==> config.mk <==
export PLATFORM = sky130hd
export DESIGN_NAME = ddr_arbiter_flat
export DESIGN_NICKNAME = d
export VERILOG_FILES = /design/src/rtl/ddr_arb_pkg.sv /design/src/rtl/ddr_arbiter_if.sv /design/src/rtl/ddr_arb_rr.sv /design/src/rtl/ddr_arbiter.sv /design/src/flat_wrapper.sv
export SDC_FILE = /design/constraint.sdc
export NUM_CORES = 1
export LEC_CHECK = 0
export BUFFER_PORTS_ARGS = -buffer_cell sky130_fd_sc_hd__buf_2
export CAP_MARGIN = 40
export CORE_AREA = 2 2 769 771
export CTS_BUF_LIST = sky130_fd_sc_hd__clkbuf_4 sky130_fd_sc_hd__clkbuf_8
export DETAILED_ROUTE_END_ITERATION = 12
export DIE_AREA = 0 0 771 773
export PLACE_DENSITY = 0.3
export SETUP_SLACK_MARGIN = 0.1
export SLEW_MARGIN = 30
export SYNTH_ARGS = -nofsm -noshare
export SYNTH_HDL_FRONTEND = slang
export SYNTH_HIERARCHICAL = 1
export SYNTH_SLANG_ARGS = --single-unit
==> constraint.sdc <==
create_clock -name clk -period 3.6 [get_ports clk]
set_clock_uncertainty 0.05 [all_clocks]
set_input_delay 0.72 -clock clk [delete_from_list [all_inputs] [get_ports clk]]
set_output_delay 0.72 -clock clk [all_outputs]
set_load 0.02 [all_outputs]
==> src/rtl/ddr_arb_pkg.sv <==
// ---------------------------------------------------------------------------
// ddr_arb_pkg
// Shared types and constants for the ddr_arbiter front end:
//   - arb_state_e : arbiter FSM states (IDLE, BUSY)
//   - req_id_e    : requester identity (REQ_FETCH, REQ_LSU)
//   - DDR_LINE_W  : width of a fetch burst line (512)
//   - DDR_WORD_W  : width of a single LSU word (64)
//   - rr_pick     : two-way round-robin winner selection
// ---------------------------------------------------------------------------
package ddr_arb_pkg;

  localparam int DDR_LINE_W = 512;
  localparam int DDR_WORD_W = 64;

  typedef enum logic {
    IDLE = 1'b0,
    BUSY = 1'b1
  } arb_state_e;

  typedef enum logic {
    REQ_FETCH = 1'b0,
    REQ_LSU   = 1'b1
  } req_id_e;

  // On a tie the requester that was not served last wins; otherwise the
  // single active requester wins. With no request the result is don't-care.
  function automatic req_id_e rr_pick(input logic    fetch_req,
                                      input logic    lsu_req,
                                      input req_id_e last_grant);
    req_id_e win;
    if (fetch_req && lsu_req) begin
      if (last_grant == REQ_FETCH) begin
        win = REQ_LSU;
      end else begin
        win = REQ_FETCH;
      end
    end else if (lsu_req) begin
      win = REQ_LSU;
    end else begin
      win = REQ_FETCH;
    end
    return win;
  endfunction

endpackage

==> src/rtl/ddr_arbiter_if.sv <==
// ---------------------------------------------------------------------------
// ddr_arbiter_if
// Bundles the fetch, LSU and simddr command/response signals of the arbiter.
//   slave  modport : the arbiter's view (accepts requests, drives DDR command,
//                    returns responses)
//   master modport : the environment's view (requesters and the DDR device)
// Parameter ADDR_WIDTH : word address width (default 19).
// ---------------------------------------------------------------------------
interface ddr_arbiter_if #(
  parameter int ADDR_WIDTH = 19
);
  import ddr_arb_pkg::*;

  // fetch requester
  logic                  fetch_req_valid;
  logic                  fetch_req_ready;
  logic [ADDR_WIDTH-1:0] fetch_req_addr;
  logic                  fetch_flush;
  logic                  fetch_resp_valid;
  logic [DDR_LINE_W-1:0] fetch_resp_data;

  // LSU requester
  logic                  lsu_req_valid;
  logic                  lsu_req_ready;
  logic                  lsu_req_wen;
  logic [ADDR_WIDTH-1:0] lsu_req_addr;
  logic [DDR_WORD_W-1:0] lsu_req_wdata;
  logic [DDR_WORD_W-1:0] lsu_req_wmask;
  logic                  lsu_resp_valid;
  logic [DDR_WORD_W-1:0] lsu_resp_rdata;

  // simddr port
  logic                  ddr_chip_enable;
  logic                  ddr_write_enable;
  logic                  ddr_burst_mode;
  logic [ADDR_WIDTH-1:0] ddr_address;
  logic [DDR_WORD_W-1:0] ddr_write_mask;
  logic [DDR_WORD_W-1:0] ddr_write_data;
  logic [DDR_LINE_W-1:0] ddr_burst_write_data;
  logic [DDR_LINE_W-1:0] ddr_burst_read_data;
  logic [DDR_WORD_W-1:0] ddr_read_data;
  logic                  ddr_operation_done;

  modport slave (
    input  fetch_req_valid, fetch_req_addr, fetch_flush,
    output fetch_req_ready, fetch_resp_valid, fetch_resp_data,
    input  lsu_req_valid, lsu_req_wen, lsu_req_addr, lsu_req_wdata, lsu_req_wmask,
    output lsu_req_ready, lsu_resp_valid, lsu_resp_rdata,
    output ddr_chip_enable, ddr_write_enable, ddr_burst_mode, ddr_address,
    output ddr_write_mask, ddr_write_data, ddr_burst_write_data,
    input  ddr_burst_read_data, ddr_read_data, ddr_operation_done
  );

  modport master (
    output fetch_req_valid, fetch_req_addr, fetch_flush,
    input  fetch_req_ready, fetch_resp_valid, fetch_resp_data,
    output lsu_req_valid, lsu_req_wen, lsu_req_addr, lsu_req_wdata, lsu_req_wmask,
    input  lsu_req_ready, lsu_resp_valid, lsu_resp_rdata,
    input  ddr_chip_enable, ddr_write_enable, ddr_burst_mode, ddr_address,
    input  ddr_write_mask, ddr_write_data, ddr_burst_write_data,
    output ddr_burst_read_data, ddr_read_data, ddr_operation_done
  );

endinterface

==> src/rtl/ddr_arb_rr.sv <==
// ---------------------------------------------------------------------------
// ddr_arb_rr
// Two-input round-robin grant generator.
// Ports:
//   clk, rst_n   : clock, synchronous active-low reset
//   req_fetch    : fetch is requesting (already qualified by flush)
//   req_lsu      : LSU is requesting
//   accept       : the granted request was accepted this cycle
//   grant_fetch  : fetch wins this cycle
//   grant_lsu    : LSU wins this cycle
// The remembered last grant resets to REQ_FETCH so LSU wins the first tie.
// ---------------------------------------------------------------------------
module ddr_arb_rr
  import ddr_arb_pkg::*;
(
  input  logic clk,
  input  logic rst_n,
  input  logic req_fetch,
  input  logic req_lsu,
  input  logic accept,
  output logic grant_fetch,
  output logic grant_lsu
);

  req_id_e last_grant_r;
  req_id_e winner_s;

  // Combinational winner selection and one-hot grant.
  always_comb begin
    winner_s    = rr_pick(req_fetch, req_lsu, last_grant_r);
    grant_fetch = 1'b0;
    grant_lsu   = 1'b0;
    if (req_fetch || req_lsu) begin
      if (winner_s == REQ_FETCH) begin
        grant_fetch = 1'b1;
      end else begin
        grant_lsu = 1'b1;
      end
    end else begin
      grant_fetch = 1'b0;
      grant_lsu   = 1'b0;
    end
  end

  // Remember who was served; only a real accept moves the pointer.
  always_ff @(posedge clk) begin
    if (!rst_n) begin
      last_grant_r <= REQ_FETCH;
    end else if (accept) begin
      last_grant_r <= winner_s;
    end else begin
      last_grant_r <= last_grant_r;
    end
  end

endmodule

==> src/rtl/ddr_arbiter.sv <==
// ---------------------------------------------------------------------------
// ddr_arbiter
// Two-requester front end for simddr: arbitrates fetch burst reads (512-bit)
// and LSU word reads/writes (64-bit) onto one DDR port, holds the command
// stable for the whole operation and returns one-cycle response pulses.
// Ports:
//   clk          : sole clock, rising edge
//   rst_n        : synchronous active-low reset
//   bus          : ddr_arbiter_if.slave (fetch, LSU and simddr signals)
//   timeout_err  : sticky flag, set when BUSY lasts TIMEOUT_CYCLES cycles
// Parameters:
//   ADDR_WIDTH     : word address width (must match the interface)
//   TIMEOUT_CYCLES : BUSY cycles without done before timeout_err is set
// ---------------------------------------------------------------------------
module ddr_arbiter
  import ddr_arb_pkg::*;
#(
  parameter int ADDR_WIDTH     = 19,
  parameter int TIMEOUT_CYCLES = 200
) (
  input  logic          clk,
  input  logic          rst_n,
  ddr_arbiter_if.slave  bus,
  output logic          timeout_err
);

  localparam logic [31:0] TIMEOUT_C = 32'(TIMEOUT_CYCLES);

  arb_state_e            state_r;
  req_id_e               id_r;
  logic [ADDR_WIDTH-1:0] addr_r;
  logic                  wen_r;
  logic [DDR_WORD_W-1:0] wdata_r;
  logic [DDR_WORD_W-1:0] wmask_r;
  logic                  drop_r;
  logic [31:0]           wd_cnt_r;
  logic                  timeout_err_r;
  logic                  fetch_resp_valid_r;
  logic [DDR_LINE_W-1:0] fetch_resp_data_r;
  logic                  lsu_resp_valid_r;
  logic [DDR_WORD_W-1:0] lsu_resp_data_r;

  logic fetch_req_s;
  logic grant_fetch_s;
  logic grant_lsu_s;
  logic idle_s;
  logic busy_s;
  logic fetch_hs_s;
  logic lsu_hs_s;
  logic accept_s;

  // A fetch raised together with a flush is neither granted nor accepted.
  assign fetch_req_s = bus.fetch_req_valid && !bus.fetch_flush;
  assign idle_s      = (state_r == IDLE);
  assign busy_s      = (state_r == BUSY);

  ddr_arb_rr u_rr (
    .clk         (clk),
    .rst_n       (rst_n),
    .req_fetch   (fetch_req_s),
    .req_lsu     (bus.lsu_req_valid),
    .accept      (accept_s),
    .grant_fetch (grant_fetch_s),
    .grant_lsu   (grant_lsu_s)
  );

  // Ready only for the winner, only in IDLE and never while reset is held.
  assign bus.fetch_req_ready = rst_n && idle_s && grant_fetch_s;
  assign bus.lsu_req_ready   = rst_n && idle_s && grant_lsu_s;

  assign fetch_hs_s = bus.fetch_req_valid && bus.fetch_req_ready;
  assign lsu_hs_s   = bus.lsu_req_valid && bus.lsu_req_ready;
  assign accept_s   = fetch_hs_s || lsu_hs_s;

  // chip_enable drops in the done cycle so simddr does not start again.
  assign bus.ddr_chip_enable      = busy_s && !bus.ddr_operation_done;
  assign bus.ddr_burst_mode       = busy_s && (id_r == REQ_FETCH);
  assign bus.ddr_write_enable     = busy_s && (id_r == REQ_LSU) && wen_r;
  assign bus.ddr_address          = addr_r;
  assign bus.ddr_write_mask       = wmask_r;
  assign bus.ddr_write_data       = wdata_r;
  assign bus.ddr_burst_write_data = {DDR_LINE_W{1'b0}};

  assign bus.fetch_resp_valid = fetch_resp_valid_r;
  assign bus.fetch_resp_data  = fetch_resp_data_r;
  assign bus.lsu_resp_valid   = lsu_resp_valid_r;
  assign bus.lsu_resp_rdata   = lsu_resp_data_r;
  assign timeout_err          = timeout_err_r;

  // Arbiter FSM: command latches, response registers, drop flag, watchdog.
  always_ff @(posedge clk) begin
    if (!rst_n) begin
      state_r            <= IDLE;
      id_r               <= REQ_FETCH;
      addr_r             <= {ADDR_WIDTH{1'b0}};
      wen_r              <= 1'b0;
      wdata_r            <= {DDR_WORD_W{1'b0}};
      wmask_r            <= {DDR_WORD_W{1'b0}};
      drop_r             <= 1'b0;
      wd_cnt_r           <= 32'd0;
      timeout_err_r      <= 1'b0;
      fetch_resp_valid_r <= 1'b0;
      fetch_resp_data_r  <= {DDR_LINE_W{1'b0}};
      lsu_resp_valid_r   <= 1'b0;
      lsu_resp_data_r    <= {DDR_WORD_W{1'b0}};
    end else begin
      // Response valids are single-cycle pulses.
      fetch_resp_valid_r <= 1'b0;
      lsu_resp_valid_r   <= 1'b0;
      case (state_r)
        IDLE: begin
          drop_r   <= 1'b0;
          wd_cnt_r <= 32'd0;
          if (fetch_hs_s) begin
            state_r <= BUSY;
            id_r    <= REQ_FETCH;
            addr_r  <= bus.fetch_req_addr;
            wen_r   <= 1'b0;
            wdata_r <= {DDR_WORD_W{1'b0}};
            wmask_r <= {DDR_WORD_W{1'b0}};
          end else if (lsu_hs_s) begin
            state_r <= BUSY;
            id_r    <= REQ_LSU;
            addr_r  <= bus.lsu_req_addr;
            wen_r   <= bus.lsu_req_wen;
            wdata_r <= bus.lsu_req_wdata;
            wmask_r <= bus.lsu_req_wmask;
          end else begin
            state_r <= IDLE;
          end
        end
        BUSY: begin
          if (bus.ddr_operation_done) begin
            state_r  <= IDLE;
            drop_r   <= 1'b0;
            wd_cnt_r <= 32'd0;
            if (id_r == REQ_FETCH) begin
              // A flush in the done cycle itself also cancels the response.
              if (!(drop_r || bus.fetch_flush)) begin
                fetch_resp_valid_r <= 1'b1;
                fetch_resp_data_r  <= bus.ddr_burst_read_data;
              end else begin
                fetch_resp_valid_r <= 1'b0;
              end
            end else begin
              lsu_resp_valid_r <= 1'b1;
              lsu_resp_data_r  <= wen_r ? {DDR_WORD_W{1'b0}} : bus.ddr_read_data;
            end
          end else begin
            state_r <= BUSY;
            if ((id_r == REQ_FETCH) && bus.fetch_flush) begin
              drop_r <= 1'b1;
            end else begin
              drop_r <= drop_r;
            end
            // Saturating watchdog; the error is sticky until reset.
            if (wd_cnt_r != TIMEOUT_C) begin
              wd_cnt_r <= wd_cnt_r + 32'd1;
            end else begin
              wd_cnt_r <= wd_cnt_r;
            end
            if ((wd_cnt_r + 32'd1) == TIMEOUT_C) begin
              timeout_err_r <= 1'b1;
            end else begin
              timeout_err_r <= timeout_err_r;
            end
          end
        end
        default: begin
          state_r <= IDLE;
        end
      endcase
    end
  end

endmodule

==> src/flat_wrapper.sv <==
// flat-port wrapper written by rule: the top's interface ports become plain ports
module ddr_arbiter_flat import ddr_arb_pkg::*;
#(
  parameter int ADDR_WIDTH     = 19,
  parameter int TIMEOUT_CYCLES = 200
)
  (clk, rst_n, timeout_err, bus_fetch_req_valid, bus_fetch_req_addr, bus_fetch_flush, bus_fetch_req_ready, bus_fetch_resp_valid, bus_fetch_resp_data, bus_lsu_req_valid, bus_lsu_req_wen, bus_lsu_req_addr, bus_lsu_req_wdata, bus_lsu_req_wmask, bus_lsu_req_ready, bus_lsu_resp_valid, bus_lsu_resp_rdata, bus_ddr_chip_enable, bus_ddr_write_enable, bus_ddr_burst_mode, bus_ddr_address, bus_ddr_write_mask, bus_ddr_write_data, bus_ddr_burst_write_data, bus_ddr_burst_read_data, bus_ddr_read_data, bus_ddr_operation_done);
  ddr_arbiter_if #(.ADDR_WIDTH(ADDR_WIDTH)) bus_i ();
  input  logic clk;
  input  logic rst_n;
  output logic timeout_err;
  input wire logic [$bits(bus_i.fetch_req_valid)-1:0] bus_fetch_req_valid;
  input wire logic [$bits(bus_i.fetch_req_addr)-1:0] bus_fetch_req_addr;
  input wire logic [$bits(bus_i.fetch_flush)-1:0] bus_fetch_flush;
  output wire logic [$bits(bus_i.fetch_req_ready)-1:0] bus_fetch_req_ready;
  output wire logic [$bits(bus_i.fetch_resp_valid)-1:0] bus_fetch_resp_valid;
  output wire logic [$bits(bus_i.fetch_resp_data)-1:0] bus_fetch_resp_data;
  input wire logic [$bits(bus_i.lsu_req_valid)-1:0] bus_lsu_req_valid;
  input wire logic [$bits(bus_i.lsu_req_wen)-1:0] bus_lsu_req_wen;
  input wire logic [$bits(bus_i.lsu_req_addr)-1:0] bus_lsu_req_addr;
  input wire logic [$bits(bus_i.lsu_req_wdata)-1:0] bus_lsu_req_wdata;
  input wire logic [$bits(bus_i.lsu_req_wmask)-1:0] bus_lsu_req_wmask;
  output wire logic [$bits(bus_i.lsu_req_ready)-1:0] bus_lsu_req_ready;
  output wire logic [$bits(bus_i.lsu_resp_valid)-1:0] bus_lsu_resp_valid;
  output wire logic [$bits(bus_i.lsu_resp_rdata)-1:0] bus_lsu_resp_rdata;
  output wire logic [$bits(bus_i.ddr_chip_enable)-1:0] bus_ddr_chip_enable;
  output wire logic [$bits(bus_i.ddr_write_enable)-1:0] bus_ddr_write_enable;
  output wire logic [$bits(bus_i.ddr_burst_mode)-1:0] bus_ddr_burst_mode;
  output wire logic [$bits(bus_i.ddr_address)-1:0] bus_ddr_address;
  output wire logic [$bits(bus_i.ddr_write_mask)-1:0] bus_ddr_write_mask;
  output wire logic [$bits(bus_i.ddr_write_data)-1:0] bus_ddr_write_data;
  output wire logic [$bits(bus_i.ddr_burst_write_data)-1:0] bus_ddr_burst_write_data;
  input wire logic [$bits(bus_i.ddr_burst_read_data)-1:0] bus_ddr_burst_read_data;
  input wire logic [$bits(bus_i.ddr_read_data)-1:0] bus_ddr_read_data;
  input wire logic [$bits(bus_i.ddr_operation_done)-1:0] bus_ddr_operation_done;
  assign bus_i.fetch_req_valid = bus_fetch_req_valid;
  assign bus_i.fetch_req_addr = bus_fetch_req_addr;
  assign bus_i.fetch_flush = bus_fetch_flush;
  assign bus_fetch_req_ready = bus_i.fetch_req_ready;
  assign bus_fetch_resp_valid = bus_i.fetch_resp_valid;
  assign bus_fetch_resp_data = bus_i.fetch_resp_data;
  assign bus_i.lsu_req_valid = bus_lsu_req_valid;
  assign bus_i.lsu_req_wen = bus_lsu_req_wen;
  assign bus_i.lsu_req_addr = bus_lsu_req_addr;
  assign bus_i.lsu_req_wdata = bus_lsu_req_wdata;
  assign bus_i.lsu_req_wmask = bus_lsu_req_wmask;
  assign bus_lsu_req_ready = bus_i.lsu_req_ready;
  assign bus_lsu_resp_valid = bus_i.lsu_resp_valid;
  assign bus_lsu_resp_rdata = bus_i.lsu_resp_rdata;
  assign bus_ddr_chip_enable = bus_i.ddr_chip_enable;
  assign bus_ddr_write_enable = bus_i.ddr_write_enable;
  assign bus_ddr_burst_mode = bus_i.ddr_burst_mode;
  assign bus_ddr_address = bus_i.ddr_address;
  assign bus_ddr_write_mask = bus_i.ddr_write_mask;
  assign bus_ddr_write_data = bus_i.ddr_write_data;
  assign bus_ddr_burst_write_data = bus_i.ddr_burst_write_data;
  assign bus_i.ddr_burst_read_data = bus_ddr_burst_read_data;
  assign bus_i.ddr_read_data = bus_ddr_read_data;
  assign bus_i.ddr_operation_done = bus_ddr_operation_done;
  ddr_arbiter #(.ADDR_WIDTH(ADDR_WIDTH), .TIMEOUT_CYCLES(TIMEOUT_CYCLES)) u_core (.clk(clk), .rst_n(rst_n), .bus(bus_i), .timeout_err(timeout_err));
endmodule
==> implementation parameters <==
Parameter                              Value

Setup path
  Required time worst endpoint    2.83 ns
  Crit Reg-Reg Endpoint    u_core/bus.fetch_resp_data[117]
  Start of the worst register-to-register path    u_core/busy_s
  Reg2Reg Setup Slack    0.77 ns
  Crit-path max cell delay    0.63 ns
  Worst Path Arrival    2.51 ns
  Most used cell along the critical path    buf_2
  Number of cells on the worst reg-to-reg path    5
  Cell-by-cell listing of the critical path    dlygate4sd3_1 -> buf_2 -> nor2b_1 -> a21boi_2 -> nor3b_1 -> buf_2
  Peak fanout along the critical path    3
  Slowest-stage cell, CP    dlygate4sd3_1
  Kind of end point of the critical path    output pin
  Critical setup path kind    input pin to output pin
  Kind of start point of the critical path    input pin

Clocking
  Root cell of the clock tree    clkbuf_8
  Post-CTS setup repair buffer count    0
  TritonCTS clock tree    done
  Number of clock sinks    763
  Later-pin clock latency in the skew report    0.98 ns
  CTS clock-pin slew for the worst setup and hold paths    0.06 ns
  Total CTS buffers    175
  H-tree levels    4
  Clock tree buffer depth    4

Power and ir drop
  Switching power as a share of total power    32.27%
  Cell leakage power    22.54 nW
  Areal power density over the cells    409.3 nW/um^2
  Part of the total power dissipated in sequential elements    37.3%
  Switching component of the power    7.575 mW
  P_int    15.90 mW
  Comb power frac    15.1%
  IR drop worst, VDD    233.9 uV
  Clock network fraction of design power    47.6%

Detailed routing
  DR vias    35.39k
  Number of DRC violations after detailed routing    0
  Final routed wire length divided by cell count    27.59 um
  Post-route ant nets    0
  Via-per-instance ratio    2.507
  First-pass iteration count of the detailed router    5
  Initial drt markers    1696
  Wire length after detailed routing    389500 um

STA
  Final setup vio count    0
  Unrepaired setup endpoints after global routing    false
  Number of max-slew violations in the final report    0
  Final critical path time including I/O delays and setup    3.277 ns
  Upper clock frequency limit    305.1 MHz
  Post-route clock period utilization    91.03%
  Setup TNS Final    0 ns
  Relative slew margins    34.02%
  Hold violation total from the final report    0
  Measured slew at the worst slew-check pin    0.9898 ns
  Final worst setup slack    0.3228 ns

Synth
  Synthesized instance count    3834
  Most common cell in the netlist    nand2_1
  Most used flip-flop cell after synthesis    dfxtp_1
  Distinct cells, synth    68
  Number of enable flip-flop cells after synthesis    0
  Mean post-synth cell area    8.059 sq um
  Most area-consuming cells after synthesis    dfxtp_1 49%, nand2_1 14%, buf_4 12%
  Synth warnings    6
  Fraction of synthesized cell area taken by the top area cell type    49.44%
  Total standard cell area after synthesis    30900 sq um
  Async SR Flop Fraction    0%
  Total of flip-flops plus latches after synthesis    763
  Synth area leader    dfxtp_1
  Most instantiated cells after synthesis    1175 x nand2_1, 763 x dfxtp_1, 645 x a21oi_1
  Sequential cell area fraction in the yosys report    49.44%

Floorplan
  Starting utilization of the core area    5.256%
  DIE WIDTH    771 um
  Die ar.    596000 sq um
  Area of the placeable core    587800 sq um
  Row count    282
  Height of the die    773 um
  Boundary Pins    1992

Place
  Gpl congestion    0.8566
  Number of port buffers    1479
  Worst setup timing slack at the placement stage    0.5064 ns
  DP HPWL    344000 um

Job
  # Max-Cap Violations    0

Hold path
  Destination of the worst hold path    u_core/u_rr/last_grant_r
  Cell depth of the worst min-delay path    4
  Source of the worst hold timing path    bus_fetch_req_valid
  Kind of path behind the tightest hold check    input pin to flip-flop

Cells and area
  Synth-to-Final Area Change    85.64%
  Fill cells    69.02k
  Final #Nets    6769
  Fraction of layout instances using a drive strength above 1    30.42%

GRT
  Global-route wire length before repair    461400 um
  Vias in the first global route    34.78k
  Global routing usage summed across all routing layers    12.50%
  Pin count of the biggest net entering global routing    173
  Remaining Overflow, GRT    0
  Initial antenna violation count    358

Run status
  Result of the run    completed
-- stage by stage --
stage / std cells / hold WS, ns / area (sq um) / utilization (%) / power, mW
floorplan: 4345 / 0.3874 / 32820 / - / 10.52
global placement: 12900 / 0.3904 / 45780 / 7.788 / 11.57
CTS: 13950 / 0.1780 / 56920 / 9.684 / 24.23
finish: 14120 / 0.3797 / 57360 / 9.758 / 23.47
detailed placement: 12900 / 0.3931 / 45790 / 7.790 / 11.57
global route: 14050 / 0.2745 / 57180 / 9.728 / 24.63
-- final cells by class --
cell class / count / area, sq um / area share (%)
Timing Repair Buffer: 2282 / 15640 / 27.26
Sequential cell: 763 / 15270 / 26.63
Multi-Input combinational cell: 2788 / 12570 / 21.91
Tap cell: 7810 / 9772 / 17.04
Clock buffer: 272 / 3337 / 5.818
Antenna cell: 163 / 407.9 / 0.7111
Clock inverter: 31 / 319.1 / 0.5562
Inverter: 8 / 45.04 / 0.07853
-- flip-flops by register name (all words and copies together), names as in the netlist --
name and count:
u_core/u_rr/last_grant_r 1, u_core/busy_s 1, u_core/bus.fetch_resp_data 512, u_core/timeout_err 1, u_core/bus.lsu_resp_rdata 64, u_core/bus.fetch_resp_valid 1, u_core/bus.ddr_write_mask 64, u_core/bus.lsu_resp_valid 1
u_core/wd_cnt_r 32, u_core/wen_r 1, u_core/drop_r 1, u_core/id_r 1, u_core/bus.ddr_write_data 64, u_core/bus.ddr_address 19
-- worst max-delay path, delay by kind of cell --
kind,cells,cell delay [ns]
buffers and inverters,3,1.23
AO/OA/AOI/OAI,1,0.16
AND/OR/NAND/NOR,2,0.37
-- placed cells by master (no fill, tap or decap), types with 64 or more instances in the layout --
| cell | count |
|---|---|
| a21oi_1 | 645 |
| clkbuf_8 | 207 |
| a22o_1 | 64 |
| dlygate4sd3_1 | 747 |
| nor2_1 | 73 |
| conb_1 | 512 |
| nand2_1 | 1174 |
| diode_2 | 163 |
| buf_2 | 1478 |
| dfxtp_1 | 763 |
| clkbuf_4 | 65 |
| nand3_1 | 146 |
-- power groups by stage --
stage,combinational (mW),sequential (mW),clock [mW]
after floorplan,1.38,9.14,0
after global placement,2.65,8.92,0
after detailed placement,2.65,8.93,0
after CTS,3.65,8.75,11.8
after global routing,3.82,8.76,12.0
final,3.55,8.75,11.2
-- repair_timing --
action / CTS / global route
hold endpoints to repair: 730 / 0
hold buffers: 747 / 0
gates resized for setup: 0 / 0
-- kinds of logic (layout without fill, tap and decap cells) --
| group | Yosys count | in the layout | synth area share, % |
|---|---|---|---|
| other | 1 | 675 | 0.01214 |
| multiplexers | 21 | 21 | 0.6844 |
| buffers and inverters | 794 | 2593 | 16.21 |
| flip-flops | 763 | 763 | 49.44 |
| AND/OR/NAND/NOR | 1462 | 1462 | 19.02 |
| AO/OA/AOI/OAI | 755 | 755 | 13.53 |
| adder cells (fa/ha/maj) | 2 | 2 | 0.08098 |
| XOR/XNOR | 36 | 36 | 1.020 |
-- per-layer routing --
layer	up-vias	wire [um]	GRT usage [%]
met1	16390	135700	12.80
li1	16130	-	-
met2	2084	151300	17.49
met4	146	12180	3.299
met3	633	89420	12.70
met5	-	954	0
-- how the worst max path moves through the flow --
| stage | end | start | slack [ns] |
|---|---|---|---|
| final | bus_lsu_req_ready | bus_fetch_flush | 0.32 |
| after global routing | bus_lsu_req_ready | bus_fetch_flush | 0.19 |
| after CTS | bus_fetch_req_ready | bus_fetch_flush | 0.28 |
| after detailed placement | u_core/bus.ddr_write_data[29] | bus_fetch_req_valid | 0.51 |
| after global placement | u_core/bus.ddr_write_data[11] | bus_fetch_req_valid | 0.49 |
| after floorplan | u_core/u_rr/last_grant_r | bus_fetch_req_valid | 0.44 |
Power figures use the tool's default switching activity.
